### config.mk
export PLATFORM = sky130hd
export DESIGN_NAME = usb_rcv_ctrl_flat
export DESIGN_NICKNAME = d
export VERILOG_FILES = /design/src/rtl/usb_rcv_ctrl_pkg.sv /design/src/rtl/usb_rcv_ctrl_if.sv /design/src/rtl/usb_rcv_ctrl_rcv_byte_delay.sv /design/src/rtl/usb_rcv_ctrl.sv /design/src/flat_wrapper.sv
export SDC_FILE = /design/constraint.sdc
export NUM_CORES = 1
export LEC_CHECK = 0
export ABC_AREA = 1
export CORE_MARGIN = 1
export CORE_UTILIZATION = 40
export DETAILED_ROUTE_END_ITERATION = 7
export DONT_BUFFER_PORTS = 1
export GPL_TIMING_DRIVEN = 0
export MAX_ROUTING_LAYER = met4
export PLACE_DENSITY_LB_ADDON = 0.08
export SETUP_SLACK_MARGIN = 0.1
export SLEW_MARGIN = 25
export SYNTH_ARGS = -nofsm -noshare
export SYNTH_HDL_FRONTEND = slang
export SYNTH_SLANG_ARGS = --single-unit
### constraint.sdc
create_clock -name clk -period 5.19 [get_ports clk]
set_input_delay 0.7785 -clock clk [delete_from_list [all_inputs] [get_ports clk]]
set_output_delay 0.7785 -clock clk [all_outputs]
set_load 0.005 [all_outputs]
### src/rtl/usb_rcv_ctrl_pkg.sv
// Shared types for the USB full-speed receive controller.
// Covers the FSM state encoding, the PID codes and PID classification.
package usb_rcv_pkg;

    typedef enum logic [3:0] {
        IDLE  = 4'd0,
        SYNC  = 4'd1,
        PID   = 4'd2,
        TOKEN = 4'd3,
        DATA  = 4'd4,
        HSHK  = 4'd5,
        EOPW  = 4'd6,
        DONE  = 4'd7,
        ERR   = 4'd8
    } state_t;

    localparam logic [3:0] PID_OUT   = 4'b0001;
    localparam logic [3:0] PID_IN    = 4'b1001;
    localparam logic [3:0] PID_SETUP = 4'b1101;
    localparam logic [3:0] PID_DATA0 = 4'b0011;
    localparam logic [3:0] PID_DATA1 = 4'b1011;
    localparam logic [3:0] PID_ACK   = 4'b0010;
    localparam logic [3:0] PID_NAK   = 4'b1010;
    localparam logic [3:0] PID_STALL = 4'b1110;

    typedef enum logic [1:0] {
        PC_TOKEN,
        PC_DATA,
        PC_HSHK,
        PC_INVALID
    } pid_class_t;

    function automatic pid_class_t pid_class(input logic [3:0] p);
        case (p)
            PID_OUT, PID_IN, PID_SETUP:  return PC_TOKEN;
            PID_DATA0, PID_DATA1:        return PC_DATA;
            PID_ACK, PID_NAK, PID_STALL: return PC_HSHK;
            default:                     return PC_INVALID;
        endcase
    endfunction

endpackage

### src/rtl/usb_rcv_ctrl_if.sv
// Bundle between the receive front end (decoder, shifter, CRC checkers) and the controller.
// The FIFO-side signals are carried here as well.
interface usb_rcv_ctrl_if;

    logic       bit_strobe;
    logic       d_edge;
    logic       eop;
    logic [7:0] rcv_byte;
    logic       crc_valid;

    logic       sync_shift_enable;
    logic       pid_shift_enable;
    logic       crc5_shift_enable;
    logic       crc16_shift_enable;
    logic       data_shift_enable;
    logic       crc_clear;
    logic [3:0] pid;
    logic [7:0] data_out;
    logic       data_we;
    logic [6:0] byte_count;
    logic       rcving;
    logic       rcv_done;
    logic       rcv_error;

    modport master (
        output bit_strobe, d_edge, eop, rcv_byte, crc_valid,
        input  sync_shift_enable, pid_shift_enable, crc5_shift_enable,
               crc16_shift_enable, data_shift_enable, crc_clear, pid,
               data_out, data_we, byte_count, rcving, rcv_done, rcv_error
    );

    modport slave (
        input  bit_strobe, d_edge, eop, rcv_byte, crc_valid,
        output sync_shift_enable, pid_shift_enable, crc5_shift_enable,
               crc16_shift_enable, data_shift_enable, crc_clear, pid,
               data_out, data_we, byte_count, rcving, rcv_done, rcv_error
    );

endinterface

### src/rtl/usb_rcv_ctrl_rcv_byte_delay.sv
// Two-byte holding buffer that keeps the trailing CRC16 bytes out of the FIFO.
// A push into a full buffer releases the oldest byte with a one-cycle write strobe.
module rcv_byte_delay (
    input  logic       clk,
    input  logic       rst,
    input  logic       push_i,
    input  logic       flush_i,
    input  logic [7:0] data_i,
    output logic       full_o,
    output logic [7:0] data_o,
    output logic       we_o
);

    logic [7:0] buf0_q, buf0_d;
    logic [7:0] buf1_q, buf1_d;
    logic [1:0] cnt_q, cnt_d;
    logic [7:0] data_q, data_d;
    logic       we_q, we_d;

    always_comb begin
        buf0_d = buf0_q;
        buf1_d = buf1_q;
        cnt_d  = cnt_q;
        data_d = data_q;
        we_d   = 1'b0;
        if (flush_i) begin
            cnt_d = 2'd0;
        end else if (push_i) begin
            case (cnt_q)
                2'd0: begin
                    buf0_d = data_i;
                    cnt_d  = 2'd1;
                end
                2'd1: begin
                    buf1_d = data_i;
                    cnt_d  = 2'd2;
                end
                default: begin
                    data_d = buf0_q;
                    we_d   = 1'b1;
                    buf0_d = buf1_q;
                    buf1_d = data_i;
                end
            endcase
        end
    end

    always_ff @(posedge clk or posedge rst) begin
        if (rst) begin
            buf0_q <= 8'h00;
            buf1_q <= 8'h00;
            cnt_q  <= 2'd0;
            data_q <= 8'h00;
            we_q   <= 1'b0;
        end else begin
            buf0_q <= buf0_d;
            buf1_q <= buf1_d;
            cnt_q  <= cnt_d;
            data_q <= data_d;
            we_q   <= we_d;
        end
    end

    assign full_o = (cnt_q == 2'd2);
    assign data_o = data_q;
    assign we_o   = we_q;

endmodule

### src/rtl/usb_rcv_ctrl.sv
// USB full-speed receive controller: walks a packet through SYNC, PID, payload and EOP,
// gates the per-field shift enables, and forwards payload bytes to the RX FIFO.
module usb_rcv_ctrl
    import usb_rcv_pkg::*;
#(
    parameter logic [7:0] SYNC_BYTE      = 8'h80,
    parameter int         MAX_DATA_BYTES = 64
) (
    input logic           clk,
    input logic           rst,
    usb_rcv_ctrl_if.slave bus
);

    localparam logic [6:0] RX_LIMIT = 7'(MAX_DATA_BYTES + 2);

    state_t     state_q, state_d;
    logic [2:0] bit_cnt_q, bit_cnt_d;
    logic [4:0] tok_cnt_q, tok_cnt_d;
    logic [6:0] rx_cnt_q, rx_cnt_d;
    logic       byte_done_q, byte_done_d;
    logic [3:0] pid_q, pid_d;
    logic       crc_clear_q, crc_clear_d;
    logic       rcv_done_q, rcv_done_d;
    logic       rcv_error_q, rcv_error_d;
    logic [6:0] byte_count_q, byte_count_d;

    logic       strobe;
    logic       counting;
    logic       push;
    logic       flush;
    logic       buf_full;
    pid_class_t pclass;

    // eop wins over a coincident strobe, so the strobe is dropped everywhere
    assign strobe   = bus.bit_strobe & ~bus.eop;
    assign counting = (state_q == SYNC) || (state_q == PID) ||
                      (state_q == TOKEN) || (state_q == DATA);
    assign flush    = (state_q != DATA);
    assign pclass   = pid_class(bus.rcv_byte[3:0]);

    always_comb begin
        state_d      = state_q;
        bit_cnt_d    = bit_cnt_q;
        tok_cnt_d    = tok_cnt_q;
        rx_cnt_d     = rx_cnt_q;
        byte_done_d  = 1'b0;
        pid_d        = pid_q;
        crc_clear_d  = 1'b0;
        rcv_done_d   = 1'b0;
        rcv_error_d  = rcv_error_q;
        byte_count_d = byte_count_q;
        push         = 1'b0;

        if (counting && strobe) begin
            bit_cnt_d   = bit_cnt_q + 3'd1;
            byte_done_d = (bit_cnt_q == 3'd7);
        end

        case (state_q)
            IDLE: begin
                if (bus.d_edge) begin
                    state_d      = SYNC;
                    rcv_error_d  = 1'b0;
                    byte_count_d = 7'd0;
                    pid_d        = 4'd0;
                    bit_cnt_d    = 3'd0;
                end
            end
            SYNC: begin
                if (bus.eop) begin
                    state_d = ERR;
                end else if (byte_done_q) begin
                    state_d = (bus.rcv_byte == SYNC_BYTE) ? PID : ERR;
                end
            end
            PID: begin
                if (bus.eop) begin
                    state_d = ERR;
                end else if (byte_done_q) begin
                    if (bus.rcv_byte[7:4] != ~bus.rcv_byte[3:0]) begin
                        state_d = ERR;
                    end else begin
                        pid_d       = bus.rcv_byte[3:0];
                        crc_clear_d = 1'b1;
                        tok_cnt_d   = 5'd0;
                        rx_cnt_d    = 7'd0;
                        case (pclass)
                            PC_TOKEN: state_d = TOKEN;
                            PC_DATA:  state_d = DATA;
                            PC_HSHK:  state_d = HSHK;
                            default:  state_d = ERR;
                        endcase
                    end
                end
            end
            TOKEN: begin
                if (bus.eop) begin
                    state_d = ERR;
                end else if (strobe) begin
                    tok_cnt_d = tok_cnt_q + 5'd1;
                    if (tok_cnt_q == 5'd15) begin
                        state_d = EOPW;
                    end
                end
            end
            DATA: begin
                // a byte finishing on the first eop cycle still counts toward the packet
                if (byte_done_q && (rx_cnt_q == RX_LIMIT)) begin
                    state_d = ERR;
                end else begin
                    if (byte_done_q) begin
                        push     = 1'b1;
                        rx_cnt_d = rx_cnt_q + 7'd1;
                    end
                    if (bus.eop) begin
                        if ((bit_cnt_q != 3'd0) || (rx_cnt_d < 7'd2) || !bus.crc_valid) begin
                            state_d = ERR;
                        end else begin
                            state_d    = DONE;
                            rcv_done_d = 1'b1;
                        end
                    end
                end
            end
            HSHK: begin
                if (bus.eop) begin
                    state_d    = DONE;
                    rcv_done_d = 1'b1;
                end else if (bus.bit_strobe) begin
                    state_d = ERR;
                end
            end
            EOPW: begin
                if (bus.eop) begin
                    if (bus.crc_valid) begin
                        state_d    = DONE;
                        rcv_done_d = 1'b1;
                    end else begin
                        state_d = ERR;
                    end
                end else if (bus.bit_strobe) begin
                    state_d = ERR;
                end
            end
            DONE: begin
                if (!bus.eop) begin
                    state_d = IDLE;
                end
            end
            ERR: begin
                if (bus.eop) begin
                    state_d = IDLE;
                end
            end
            default: state_d = IDLE;
        endcase

        if (state_d == ERR) begin
            rcv_error_d = 1'b1;
        end
        if (push && buf_full) begin
            byte_count_d = byte_count_q + 7'd1;
        end
    end

    always_ff @(posedge clk or posedge rst) begin
        if (rst) begin
            state_q      <= IDLE;
            bit_cnt_q    <= 3'd0;
            tok_cnt_q    <= 5'd0;
            rx_cnt_q     <= 7'd0;
            byte_done_q  <= 1'b0;
            pid_q        <= 4'd0;
            crc_clear_q  <= 1'b0;
            rcv_done_q   <= 1'b0;
            rcv_error_q  <= 1'b0;
            byte_count_q <= 7'd0;
        end else begin
            state_q      <= state_d;
            bit_cnt_q    <= bit_cnt_d;
            tok_cnt_q    <= tok_cnt_d;
            rx_cnt_q     <= rx_cnt_d;
            byte_done_q  <= byte_done_d;
            pid_q        <= pid_d;
            crc_clear_q  <= crc_clear_d;
            rcv_done_q   <= rcv_done_d;
            rcv_error_q  <= rcv_error_d;
            byte_count_q <= byte_count_d;
        end
    end

    rcv_byte_delay u_byte_delay (
        .clk     (clk),
        .rst     (rst),
        .push_i  (push),
        .flush_i (flush),
        .data_i  (bus.rcv_byte),
        .full_o  (buf_full),
        .data_o  (bus.data_out),
        .we_o    (bus.data_we)
    );

    assign bus.sync_shift_enable  = (state_q == SYNC) & strobe;
    assign bus.pid_shift_enable   = (state_q == PID) & strobe;
    assign bus.crc5_shift_enable  = (state_q == TOKEN) & strobe;
    assign bus.crc16_shift_enable = (state_q == DATA) & strobe;
    assign bus.data_shift_enable  = (state_q == DATA) & strobe;
    assign bus.crc_clear          = crc_clear_q;
    assign bus.pid                = pid_q;
    assign bus.byte_count         = byte_count_q;
    assign bus.rcving             = (state_q != IDLE) && (state_q != DONE);
    assign bus.rcv_done           = rcv_done_q;
    assign bus.rcv_error          = rcv_error_q;

endmodule

### src/flat_wrapper.sv
// flat-port wrapper written by rule: the top's interface ports become plain ports
module usb_rcv_ctrl_flat import usb_rcv_pkg::*;
#(
    parameter logic [7:0] SYNC_BYTE      = 8'h80,
    parameter int         MAX_DATA_BYTES = 64
)
  (clk, rst, bus_bit_strobe, bus_d_edge, bus_eop, bus_rcv_byte, bus_crc_valid, bus_sync_shift_enable, bus_pid_shift_enable, bus_crc5_shift_enable, bus_crc16_shift_enable, bus_data_shift_enable, bus_crc_clear, bus_pid, bus_data_out, bus_data_we, bus_byte_count, bus_rcving, bus_rcv_done, bus_rcv_error);
  usb_rcv_ctrl_if bus_i ();
  input logic clk;
  input logic rst;
  input wire logic [$bits(bus_i.bit_strobe)-1:0] bus_bit_strobe;
  input wire logic [$bits(bus_i.d_edge)-1:0] bus_d_edge;
  input wire logic [$bits(bus_i.eop)-1:0] bus_eop;
  input wire logic [$bits(bus_i.rcv_byte)-1:0] bus_rcv_byte;
  input wire logic [$bits(bus_i.crc_valid)-1:0] bus_crc_valid;
  output wire logic [$bits(bus_i.sync_shift_enable)-1:0] bus_sync_shift_enable;
  output wire logic [$bits(bus_i.pid_shift_enable)-1:0] bus_pid_shift_enable;
  output wire logic [$bits(bus_i.crc5_shift_enable)-1:0] bus_crc5_shift_enable;
  output wire logic [$bits(bus_i.crc16_shift_enable)-1:0] bus_crc16_shift_enable;
  output wire logic [$bits(bus_i.data_shift_enable)-1:0] bus_data_shift_enable;
  output wire logic [$bits(bus_i.crc_clear)-1:0] bus_crc_clear;
  output wire logic [$bits(bus_i.pid)-1:0] bus_pid;
  output wire logic [$bits(bus_i.data_out)-1:0] bus_data_out;
  output wire logic [$bits(bus_i.data_we)-1:0] bus_data_we;
  output wire logic [$bits(bus_i.byte_count)-1:0] bus_byte_count;
  output wire logic [$bits(bus_i.rcving)-1:0] bus_rcving;
  output wire logic [$bits(bus_i.rcv_done)-1:0] bus_rcv_done;
  output wire logic [$bits(bus_i.rcv_error)-1:0] bus_rcv_error;
  assign bus_i.bit_strobe = bus_bit_strobe;
  assign bus_i.d_edge = bus_d_edge;
  assign bus_i.eop = bus_eop;
  assign bus_i.rcv_byte = bus_rcv_byte;
  assign bus_i.crc_valid = bus_crc_valid;
  assign bus_sync_shift_enable = bus_i.sync_shift_enable;
  assign bus_pid_shift_enable = bus_i.pid_shift_enable;
  assign bus_crc5_shift_enable = bus_i.crc5_shift_enable;
  assign bus_crc16_shift_enable = bus_i.crc16_shift_enable;
  assign bus_data_shift_enable = bus_i.data_shift_enable;
  assign bus_crc_clear = bus_i.crc_clear;
  assign bus_pid = bus_i.pid;
  assign bus_data_out = bus_i.data_out;
  assign bus_data_we = bus_i.data_we;
  assign bus_byte_count = bus_i.byte_count;
  assign bus_rcving = bus_i.rcving;
  assign bus_rcv_done = bus_i.rcv_done;
  assign bus_rcv_error = bus_i.rcv_error;
  usb_rcv_ctrl #(.SYNC_BYTE(SYNC_BYTE), .MAX_DATA_BYTES(MAX_DATA_BYTES)) u_core (.clk(clk), .rst(rst), .bus(bus_i));
endmodule
# After elaboration in Yosys (flattened, before gate mapping)
# Memory sizes are Yosys's and may differ from the RTL's.
# Index checks and enable logic that the tools add are counted.
totals:
  reg_bits: 61
  latch_bits: 0
  ramBits: 0
  romBits: 32
  input_bits: 14
  output_inout_bits: 29
  n_memories: 1
memory_table:
  columns: ["name", "depth", "width", "rd", "rd_ports_with_merged_regs", "write_ports", "line", "source"]
  rows:
  - ["(name not given)", 16, 2, 1, 0, 0, "usb_rcv_ctrl_pkg.sv:34", "case (p)"]
op_classes:
  n_addsub: 4
  n_mul: 0
  div: 0
  magnitude_cmp: 1
  eq_ne: 27
  shift: 0
  n_mux: 71
  bitwise: 11
  n_reduce_logical: 34
ops:
  columns: ["operator", "count"]
  rows:
  - ["$mux W4", 23]
  - ["$mux W7", 10]
  - ["$pmux W4 S9", 1]
  - ["$mux W5", 5]
  - ["$mux W1", 20]
  - ["$eq A4 B3 Y1 const B", 4]
  - ["$pmux W8 S2", 1]
  - ["$reduce_bool A2 Y1", 8]
  - ["$add A7 B1 Y7 const B", 2]
  - ["$pmux W7 S2", 1]
  - ["$pmux W4 S3", 1]
  - ["$ne A2 B2 Y1 const B", 5]
  - ["$pmux W5 S2", 1]
  - ["$reduce_and A5 Y1", 2]
  - ["$mux W3", 3]
  - ["$reduce_and A3 Y1", 3]
  - ["$eq A4 B2 Y1 const B", 2]
  - ["$eq A4 B4 Y1 const B", 2]
  - ["$eq A8 B8 Y1 const B", 1]
  - ["$ne A4 B3 Y1 const B", 2]
  - ["$pmux W4 S2", 1]
  - ["$eq A7 B7 Y1 const B", 1]
  - ["$lt A7 B2 Y1 const B", 1]
  - ["$reduce_and A2 Y1", 3]
  - ["other kinds (24)", 45]

# Depth between registers and ports, before layout
# Gate-level depths: netlist (run 1).
depth:
  ltp_word: 14
  mapped_depth: 15
  depth_no_buf: 15

# Cells and area by module
# A second synthesis (run 1) with hierarchy kept.
unflattened:
  cells_unflattened: 471
  area_unflattened_um2: 3601.0
modules_own_cells:
  columns: ["module", "n_inst", "cells_per_inst", "area_each_um2"]
  rows:
  - ["usb_rcv_ctrl", 1, 327, 2374.8]
  - ["rcv_byte_delay", 1, 144, 1226.2]

# Worst setup path after synthesis (run 1)
# No wires, ideal clock.
synth_timing:
  path_type: "input to output"
  from: "input port bus_eop"
  to: "output port bus_data_shift_enable"
  arrival_time_ns: 1.461
  setup_slack_ns: 2.950
  cell_stages: 5
  n_path_buf: 2
  path_cell_list: "buf_2 > nor2_1 > inv_1 > nor2_1 > buf_4"
synth_between:
  elab_chain_len: 3
synth_rtl:
  columns: ["item", "line", "source"]
  rows:
  - ["start: declaration", "flat_wrapper.sv:13", "input wire logic [$bits(bus_i.eop)-1:0] bus_eop;"]
  - ["$not A1 Y1", "usb_rcv_ctrl.sv:35", "assign strobe = bus.bit_strobe & ~bus.eop;"]
  - ["$and A1 B1 Y1", "usb_rcv_ctrl.sv:35", null]
  - ["$and A1 B1 Y1", null, null]
  - ["end: declaration", "flat_wrapper.sv:20", "output wire logic [$bits(bus_i.data_shift_enable)-1:0] bus_data_shift_enable;"]
# Every way passes these cells.

# Final worst setup path (run 1)
layout_timing:
  from: "register u_core.state_q[1]"
  to: "output port bus_data_shift_enable"
layout_between:
  elab_chain_len: 2
layout_rtl:
  columns: ["item", "line", "source"]
  rows:
  - ["start: declaration", "usb_rcv_ctrl.sv:16", "state_t state_q, state_d;"]
  - ["start signal: assignment", "usb_rcv_ctrl.sv:179", "state_q <= state_d;"]
  - ["$eq A4 B3 Y1", null, null]
  - ["$and A1 B1 Y1", null, null]
# Every way passes these cells.

==> results.json, run 1 <==
{
  "seq_area_frac_synth_pct": 45.1,
  "ff2ff_setup_slack_ns": 3.22,
  "initial_utilization_pct": 41.2,
  "crit_path_top_delay_cell": "dfrtp_1",
  "drive_gt1_share_pct": 7.95,
  "hpwl_um": 5460,
  "clk_latency_ns": 0.34,
  "max_cap_viol_count": 0,
  "synth_cells": 437,
  "fin_worst_skew_ns": 0.00668,
  "vias_per_cell": 5.00,
  "cts.path.max_buffers": 2,
  "final_area_um2": 3740,
  "run_status": "complete, no violations",
  "routed_wl_um": 7340,
  "ctsHtreeMaxLevel": 3,
  "final_cell_mix": "nand2_1, inv_1, dfrtp_1",
  "gp_congestion": 0.920,
  "criticalPathCategory": "flop to primary output",
  "fin_crit_ns": 2.52,
  "crit_path_end_kind": "primary output",
  "setup_tns_ns": 0,
  "setup_viol": 0,
  "ios": 43,
  "io_buffers": 0,
  "path_clk_slew_ns": 0.07,
  "grt_usage_pct": 18.9,
  "yosys_warnings": 0,
  "grt_antenna_before_repair": 0,
  "avgSynthCellArea_um2": 7.74,
  "startpoint_type": "flop",
  "tightest_slew_ns": 0.393,
  "syn_to_final_growth_pct": 10.7,
  "critPathRequiredTime_ns": 4.41,
  "peakVddDrop_uv": 137,
  "dieWidth_um": 94.0,
  "cts.repair.resized": 0,
  "synthTopCellsByArea": "dfrtp_1, nand2_1, inv_1",
  "layout_commonest_cell": "nand2_1",
  "first_global_vias": 2735,
  "fillers": 847,
  "finalHoldViolations": 0,
  "ant_nets": 0,
  "core_area_um2": 8220,
  "synth_edf_count": 0,
  "dpl_worst_slack_ns": 2.62,
  "path_cells": "inv_1 > nand2_2 > nor2_8 > inv_4 > nor2_1 > buf_4",
  "synth_top_area_share_pct": 45.1,
  "cts.sinks": 61,
  "fmax_mhz": 397,
  "dp_cells": 543,
  "vias": 2792,
  "p_leak_nw": 1.92,
  "crit_fanout": 10,
  "hold_buffers": 0,
  "rows": 33,
  "grt_max_degree": 46,
  "reg2reg_depth": 13,
  "root_buffer": "clkbuf_8",
  "diodes": 0,
  "firstDrtPassIters": 4,
  "rsz0062_at_grt": "no",
  "ys_types": 32,
  "slew_headroom_pct": 73.7,
  "die_area_um2": 8830,
  "synth_area_um2": 3380,
  "fin_cells": 558,
  "worst_hold_path_type": "input port to asynchronous set/reset pin",
  "finalPower_mw": 1.13,
  "routedWlPerCell_um": 13.2,
  "ys_async_sr_fraction_pct": 100,
  "drcViolationCount": 0,
  "grt_pass1_wl_um": 12400,
  "nNetsFinal": 475,
  "drt_iter0_drc": 113,
  "post_cts_buffers": 0,
  "cts_buffers": 9,
  "synth_nets": 463,
  "overflow": 0,
  "timing.rr.end": "u_core.bus.rcv_error",
  "synth_area_leader_cell": "dfrtp_1",
  "cp.arrival_ns": 1.74,
  "setup_ws_ns": 2.67,
  "place_area_um2": 3540,
  "synthFlopType": "dfrtp_1",
  "ys_seq_elements": 61,
  "cts_tree": "done",
  "period_share_pct": 48.6,
  "max_stage_delay_ns": 0.42,
  "die_h_um": 94.0,
  "power.density_nw_per_um2": 302,
  "rr_startpoint": "u_core.rx_cnt_q[1]",
  "drv_slew": 0
}
==> Yosys cell counts (2+ instances only) <==
library cell,number
nand2_2,2
nor2_1,47
o21a_1,5
nor2_4,5
nand3_1,25
clkbuf_1,2
ha_1,12
xor2_1,4
o22ai_1,6
nand3b_1,2
buf_4,3
dfrtp_1,61
inv_2,4
nand2_1,107
a22o_1,2
o21ai_0,45
o211ai_1,11
inv_1,67
nand4_1,3
nor3_1,4
a21oi_1,9
==> area by class of cell <==
| type | instances | area (um^2) | area share (%) |
|---|---|---|---|
| multi-input combinational | 297 | 1540 | 41.1 |
| sequential | 61 | 1530 | 40.8 |
| inverter | 72 | 275 | 7.35 |
| clock buffer | 11 | 151 | 4.04 |
| tap | 105 | 131 | 3.51 |
| clock inverter | 4 | 47.5 | 1.27 |
| buffer | 7 | 46.3 | 1.24 |
| timing repair buffer | 1 | 27.5 | 0.735 |
==> worst max path at each step <==
stage | startpoint | endpoint | slack [ns] | depth (start not counted)
final | u_core.state_q[1] | bus_data_shift_enable | 2.67 | 6
after global routing | u_core.state_q[1] | bus_data_shift_enable | 2.54 | 6
after CTS | u_core.state_q[1] | bus_data_shift_enable | 2.64 | 6
after detailed placement | bus_rcv_byte[1] | u_core.bus.rcv_error | 2.62 | 11
after global placement | rst | u_core.state_q[1] | 2.14 | 1
after floorplan | rst | u_core.bit_cnt_q[0] | 2.90 | 1
==> cell families (layout without fill, tap and decap cells) <==
family | after synthesis | after routing | share of synthesized area [%]
and+or+nand+nor | 198 | 198 | 25.4
adders and majority gates | 12 | 12 | 4.44
xor gates and xnor gates | 5 | 5 | 1.29
AOI/OAI and AO/OA | 82 | 82 | 14.3
buffers and inverters | 79 | 95 | 9.43
DFF | 61 | 61 | 45.1
==> per-layer routing <==
metal / GRT usage, % / up-vias / share of wire, %
li1: - / 1422 / -
met4: 8.59 / 0 / 1.8
met1: 23.0 / 1296 / 48
met5: - / - / 0
met3: 4.29 / 11 / 3.9
met2: 29.9 / 63 / 46
==> sequential cells by signal (all words and copies together), names as in the netlist <==
signal	count
u_core.u_byte_delay.cnt_q	2
u_core.bit_cnt_q	3
u_core.u_byte_delay.data_o	8
u_core.tok_cnt_q	5
u_core.bus.pid	4
u_core.u_byte_delay.buf1_q	8
u_core.bus.crc_clear	1
u_core.bus.byte_count	7
u_core.u_byte_delay.buf0_q	8
u_core.u_byte_delay.we_o	1
u_core.state_q	4
u_core.byte_done_q	1
u_core.bus.rcv_done	1
u_core.rx_cnt_q	7
u_core.bus.rcv_error	1
==> power breakdown <==
group / switching, mW / internal, mW / leakage, nW / total, mW
registers: 0.0270 / 0.498 / 0.754 / 0.525
logic: 0.118 / 0.0582 / 1.07 / 0.176
clock network: 0.186 / 0.244 / 0.101 / 0.430
==> critical path: cells and delay by family (launching register included) <==
kind | cells | cell delay, ns
buf+inv | 3 | 0.43
flops | 1 | 0.42
simple gates | 3 | 0.55
==> metrics by stage <==
step | hold slack (ns) | utilization [%]
2_1_floorplan | 0.461 | -
3_3_place_gp | 0.473 | 42.8
3_5_place_dp | 0.481 | 43.1
4_1_cts | 0.237 | 45.6
5_1_grt | 0.236 | 45.6
6_report | 0.242 | 45.6
Note: power is estimated with default switching activity, not from simulation.
==> run 2, diff against run 1 <==
==> constraint.sdc (replaced) <==
create_clock -name clk -period 2.33 [get_ports clk]
set_input_delay 0.3495 -clock clk [delete_from_list [all_inputs] [get_ports clk]]
set_output_delay 0.3495 -clock clk [all_outputs]
set_load 0.005 [all_outputs]
==> run 2 against run 1 <==
Compared with the run above: utilization up 0.12 points; register-to-register slack got worse by 2.9 ns; non-clock buffer count increased by 1; combinational power rose by 120%; count of clock-buffer cells in the layout unchanged; cell area up 0.27%; critical endpoint unchanged; routed wire length about the same; global-route usage stayed put; highest routed layer unchanged.
==> results.json, run 2 (synthesis results as in run 1) <==
{
  "run_status": "complete, no violations",
  "layout_commonest_cell": "nand2_1",
  "firstDrtPassIters": 4,
  "diodes": 0,
  "vias_per_cell": 4.97,
  "clk_latency_ns": 0.34,
  "fin_worst_skew_ns": 0.00794,
  "die_h_um": 94.0,
  "drv_slew": 0,
  "nNetsFinal": 476,
  "worst_hold_path_type": "input port to flop",
  "ff2ff_setup_slack_ns": 0.36,
  "cts_buffers": 9,
  "first_global_vias": 2735,
  "setup_viol": 0,
  "tightest_slew_ns": 0.381,
  "fin_crit_ns": 2.09,
  "core_area_um2": 8220,
  "grt_usage_pct": 18.9,
  "finalPower_mw": 2.52,
  "path_cells": "inv_1 > nand2_2 > nor2_8 > inv_4 > nor2_1 > buf_4",
  "cts_tree": "done",
  "ctsHtreeMaxLevel": 3,
  "gp_congestion": 0.920,
  "grt_pass1_wl_um": 12400,
  "rows": 33,
  "hp-start": "bus_rcv_byte[4]",
  "startpoint_type": "flop",
  "criticalPathCategory": "flop to primary output",
  "crit_path_top_delay_cell": "dfrtp_1",
  "final_cell_mix": "nand2_1, inv_1, dfrtp_1",
  "syn_to_final_growth_pct": 10.9,
  "drt_iter0_drc": 105,
  "cts.repair.resized": 0,
  "io_buffers": 0,
  "rsz0062_at_grt": "no",
  "post_cts_buffers": 0,
  "path_clk_slew_ns": 0.07,
  "ios": 43,
  "p_leak_nw": 1.92,
  "rr_startpoint": "u_core.rx_cnt_q[1]",
  "overflow": 0,
  "drcViolationCount": 0,
  "routed_wl_um": 7340,
  "hold_depth": 2,
  "crit_path_end_kind": "primary output",
  "vias": 2778,
  "grt_max_degree": 46,
  "period_share_pct": 89.6,
  "cts.path.max_buffers": 2,
  "cts.sinks": 61,
  "grt_antenna_before_repair": 0,
  "root_buffer": "clkbuf_8",
  "fmax_mhz": 479,
  "timing.rr.end": "u_core.bus.rcv_error",
  "finalHoldViolations": 0,
  "crit_fanout": 10,
  "final_util_pct": 45.7,
  "reg2reg_depth": 13,
  "ant_nets": 0,
  "hold_buffers": 1,
  "initial_utilization_pct": 41.2,
  "hpwl_um": 5460,
  "max_stage_delay_ns": 0.42,
  "drive_gt1_share_pct": 7.93,
  "max_cap_viol_count": 0,
  "slew_headroom_pct": 74.3,
  "peakVddDrop_uv": 306,
  "dieWidth_um": 94.0,
  "routedWlPerCell_um": 13.1,
  "cp.arrival_ns": 1.74,
  "power.density_nw_per_um2": 671,
  "min_to": "u_core.u_byte_delay.buf1_q[4]",
  "critPathRequiredTime_ns": 1.98,
  "die_area_um2": 8830
}
-- run 2: cell types whose count changed in the layout (fill, tap and decap cells not counted) --
cell,delta
dlygate4sd3_1,+1
-- run 2: worst max-delay path, delay by kind of cell (launching register included) --
family	cells	cell delay [ns]
buffers and inverters	3	0.43
flip-flops	1	0.42
AND/OR/NAND/NOR	3	0.55
-- run 2: worst max path at each step --
stage | startpoint | endpoint | cells after the start | slack [ns]
finish | u_core.state_q[1] | bus_data_shift_enable | 6 | 0.24
detailed placement | bus_rcv_byte[1] | u_core.bus.rcv_error | 11 | 0.19
CTS | u_core.state_q[1] | bus_data_shift_enable | 6 | 0.20
global route | u_core.state_q[1] | bus_data_shift_enable | 6 | 0.11
floorplan | rst | u_core.bit_cnt_q[0] | 1 | 0.47
global placement | rst | u_core.state_q[1] | 1 | -0.29
-- run 2: final cells by class --
class	count	area, um^2
Fill cell	846	4460
Multi-Input combinational cell	297	1540
Sequential cell	61	1530
Inverter	72	275
Clock buffer	11	151
Tap cell	105	131
Clock inverter	4	47.5
Buffer	7	46.3
Timing Repair Buffer	2	37.5
-- run 2: metrics by stage --
stage	cells	hold WS (ns)	area, um^2	TNS [ns]	setup slack (ns)
6_report	559	0.130	3750	0	0.242
5_1_grt	559	0.132	3750	0	0.112
4_1_cts	559	0.116	3750	0	0.204
3_5_place_dp	543	0.183	3540	0	0.186
3_3_place_gp	542	0.473	3510	-17.47	-0.291
2_1_floorplan	437	0.461	3380	0	0.467
-- run 2: where the power goes --
part / total (mW) / switching [mW] / internal (mW)
Combinational: 0.390 / 0.259 / 0.131
Sequential: 1.17 / 0.0592 / 1.11
Clock: 0.963 / 0.421 / 0.543
Total: 2.52 / 0.739 / 1.78
-- run 2: metal layers --
metal | vias up | wire [um] | track usage [%]
met5 | - | 0 | -
met4 | 0 | 130 | 8.59
li1 | 1424 | - | -
met1 | 1278 | 3440 | 23.0
met2 | 65 | 3400 | 29.9
met3 | 11 | 361 | 4.29
==> run 3, diff against run 2 <==
--- a/config.mk
+++ b/config.mk
@@ -5,7 +5,6 @@
 export SDC_FILE = /design/constraint.sdc
 export NUM_CORES = 1
 export LEC_CHECK = 0
-export ABC_AREA = 1
 export CORE_MARGIN = 1
 export CORE_UTILIZATION = 40
 export DETAILED_ROUTE_END_ITERATION = 7
==> run 3 against run 2 <==
Compared with the run above: power rose by 8.7%; fmax fell by 3.3%; global-route usage fell by 0.13 points; cell area rose by 1.6%; synthesized cell count fell by 19%; worst hold slack got worse by 0.0012 ns; via count fell by 7.5%; non-clock buffer count rose by 10; register-to-register slack got worse by 0.19 ns; final cell count fell by 14%; critical path type is now flop to flop; largest power group unchanged.
==> results.json, run 3 <==
{
  "run_status": "complete, no violations",
  "grt_antenna_before_repair": 0,
  "synth_xor_area_share_pct": 3.65,
  "final_area_um2": 3810,
  "root_buffer": "clkbuf_8",
  "vias_per_cell": 5.35,
  "rows": 33,
  "setup_viol": 0,
  "layout_commonest_cell": "dfrtp_1",
  "firstDrtPassIters": 4,
  "synth_top_family_by_area": "simple AND/OR/NAND/NOR gates",
  "startpoint_type": "flop",
  "synthTopCellsByArea": "dfrtp_1, o21ai_0, nand2_1",
  "crit_fanout": 8,
  "drt_iter0_drc": 83,
  "fin_worst_skew_ns": 0.00964,
  "crit_path_end_kind": "flop",
  "cts.path.max_buffers": 2,
  "peakVddDrop_uv": 341,
  "synthFlopType": "dfrtp_1",
  "hpwl_um": 5280,
  "drv_slew": 0,
  "yosysMostFrequentCell": "dfrtp_1",
  "die_h_um": 93.6,
  "period_share_pct": 92.7,
  "cts_tree": "done",
  "ant_nets": 0,
  "ys_types": 53,
  "synth_cells": 354,
  "ios": 43,
  "clk_latency_ns": 0.35,
  "path_clk_slew_ns": 0.07,
  "power.density_nw_per_um2": 718,
  "rsz0062_at_grt": "no",
  "drive_gt1_share_pct": 17.3,
  "drcViolationCount": 0,
  "avgSynthCellArea_um2": 9.48,
  "worst_hold_path_type": "input port to flop",
  "grt_usage_pct": 18.8,
  "cp.arrival_ns": 2.39,
  "cts_buffers": 9,
  "initial_utilization_pct": 41.0,
  "synth_area_leader_cell": "dfrtp_1",
  "syn_to_final_growth_pct": 13.6,
  "overflow": 0,
  "final_cell_mix": "dfrtp_1, nand2_1, o21ai_0",
  "tightest_slew_ns": 0.901,
  "synth_adder_area_share_pct": 4.47,
  "ctsHtreeMaxLevel": 3,
  "gp_congestion": 0.841,
  "grt_pass1_wl_um": 12200,
  "synth-compound-area-share_pct": 15.2,
  "diodes": 0,
  "vias": 2570,
  "setup_ws_ns": 0.171,
  "ys_seq_elements": 61,
  "cts.sinks": 61,
  "final_util_pct": 46.6,
  "finalHoldViolations": 0,
  "slew_headroom_pct": 39.7,
  "synth_area_um2": 3360,
  "grt_max_degree": 43,
  "place_area_um2": 3510,
  "first_global_vias": 2446,
  "p_leak_nw": 1.76,
  "finalPower_mw": 2.74,
  "synth_nets": 380,
  "ys_async_sr_fraction_pct": 100,
  "fin_crit_ns": 2.16,
  "critPathRequiredTime_ns": 2.56,
  "yosys_warnings": 0,
  "io_buffers": 0,
  "synthMuxAreaShare_pct": 7.68,
  "core_area_um2": 8180,
  "synth_edf_count": 0,
  "max_cap_viol_count": 0,
  "die_area_um2": 8760,
  "criticalPathCategory": "flop to flop",
  "dpl_worst_slack_ns": 0.0624,
  "fmax_mhz": 463,
  "synthSimpleGateAreaFrac_pct": 19.3,
  "routed_wl_um": 7430,
  "routedWlPerCell_um": 15.5,
  "nNetsFinal": 396,
  "dieWidth_um": 93.6,
  "seq_area_frac_synth_pct": 45.5,
  "synth_commonest_cells": "dfrtp_1, nand2_1, o21ai_0",
  "synth_top_area_share_pct": 45.5
}
run 3: cell type report:
class | count | area (um^2)
Timing Repair Buffer | 5 | 52.6
Clock inverter | 6 | 93.8
Tap cell | 105 | 131
Fill cell | 793 | 4360
Buffer | 14 | 75.1
Inverter | 18 | 70.1
Sequential cell | 61 | 1530
Clock buffer | 10 | 138
Multi-Input combinational cell | 261 | 1720
run 3: routing by layer:
layer  GRT usage [%]  routed length, um
met2            27.0               3280
met5               -                  0
met4            5.77                 80
met1            25.4               3730
met3            5.53                331
run 3: what timing repair did:
action	4_1_cts	5_1_grt
hold buffers	1	0
gates resized for setup	2	10
setup buffers	1	2
endpoints found under the hold margin	19	0
endpoints found under the setup margin	8	28
pin swaps	1	0
run 3: worst paths after layout:
check | slack (ns) | start | end | depth (start not counted)
setup / recovery | 0.17 | u_core.rx_cnt_q[2] | u_core.u_byte_delay.buf1_q[4] | 6
hold / removal | 0.13 | bus_rcv_byte[1] | u_core.bus.pid[1] | 2
setup reg to reg | 0.17 | u_core.rx_cnt_q[2] | u_core.u_byte_delay.buf1_q[4] | 6
hold reg to reg | 0.48 | u_core.u_byte_delay.buf0_q[4] | u_core.u_byte_delay.buf0_q[4] | 2
max in group asynchronous | 1.39 | rst | u_core.state_q[0] | 3
min in group asynchronous | 0.43 | rst | u_core.bus.byte_count[4] | 2
run 3: power by group:
part | switching, mW | total, mW | internal (mW)
combinational | 0.335 | 0.510 | 0.175
sequential | 0.0256 | 1.12 | 1.10
clock | 0.464 | 1.10 | 0.641
run 3: critical path, stage by stage (launching register included):
cell	delay [ns]
dfrtp_2	0.45
or4_4	0.59
o21ai_1	0.21
nor2_1	0.11
o21ai_1	0.14
buf_4	0.20
mux2_2	0.34
run 3: through the flow:
step,TNS (ns),std cells,hold WS [ns]
6_report,0,480,0.129
5_1_grt,0,480,0.112
4_1_cts,0,478,0.114
3_5_place_dp,0,460,0.203
3_3_place_gp,-20.65,459,0.465
2_1_floorplan,0,354,0.446
run 3: kinds of logic after synthesis:
family | count (synthesis)
buffers and inverters | 32
AOI/OAI and AO/OA | 81
muxes | 24
xor gates and xnor gates | 14
and+or+nand+nor | 130
DFF | 61
adders and majority gates | 12
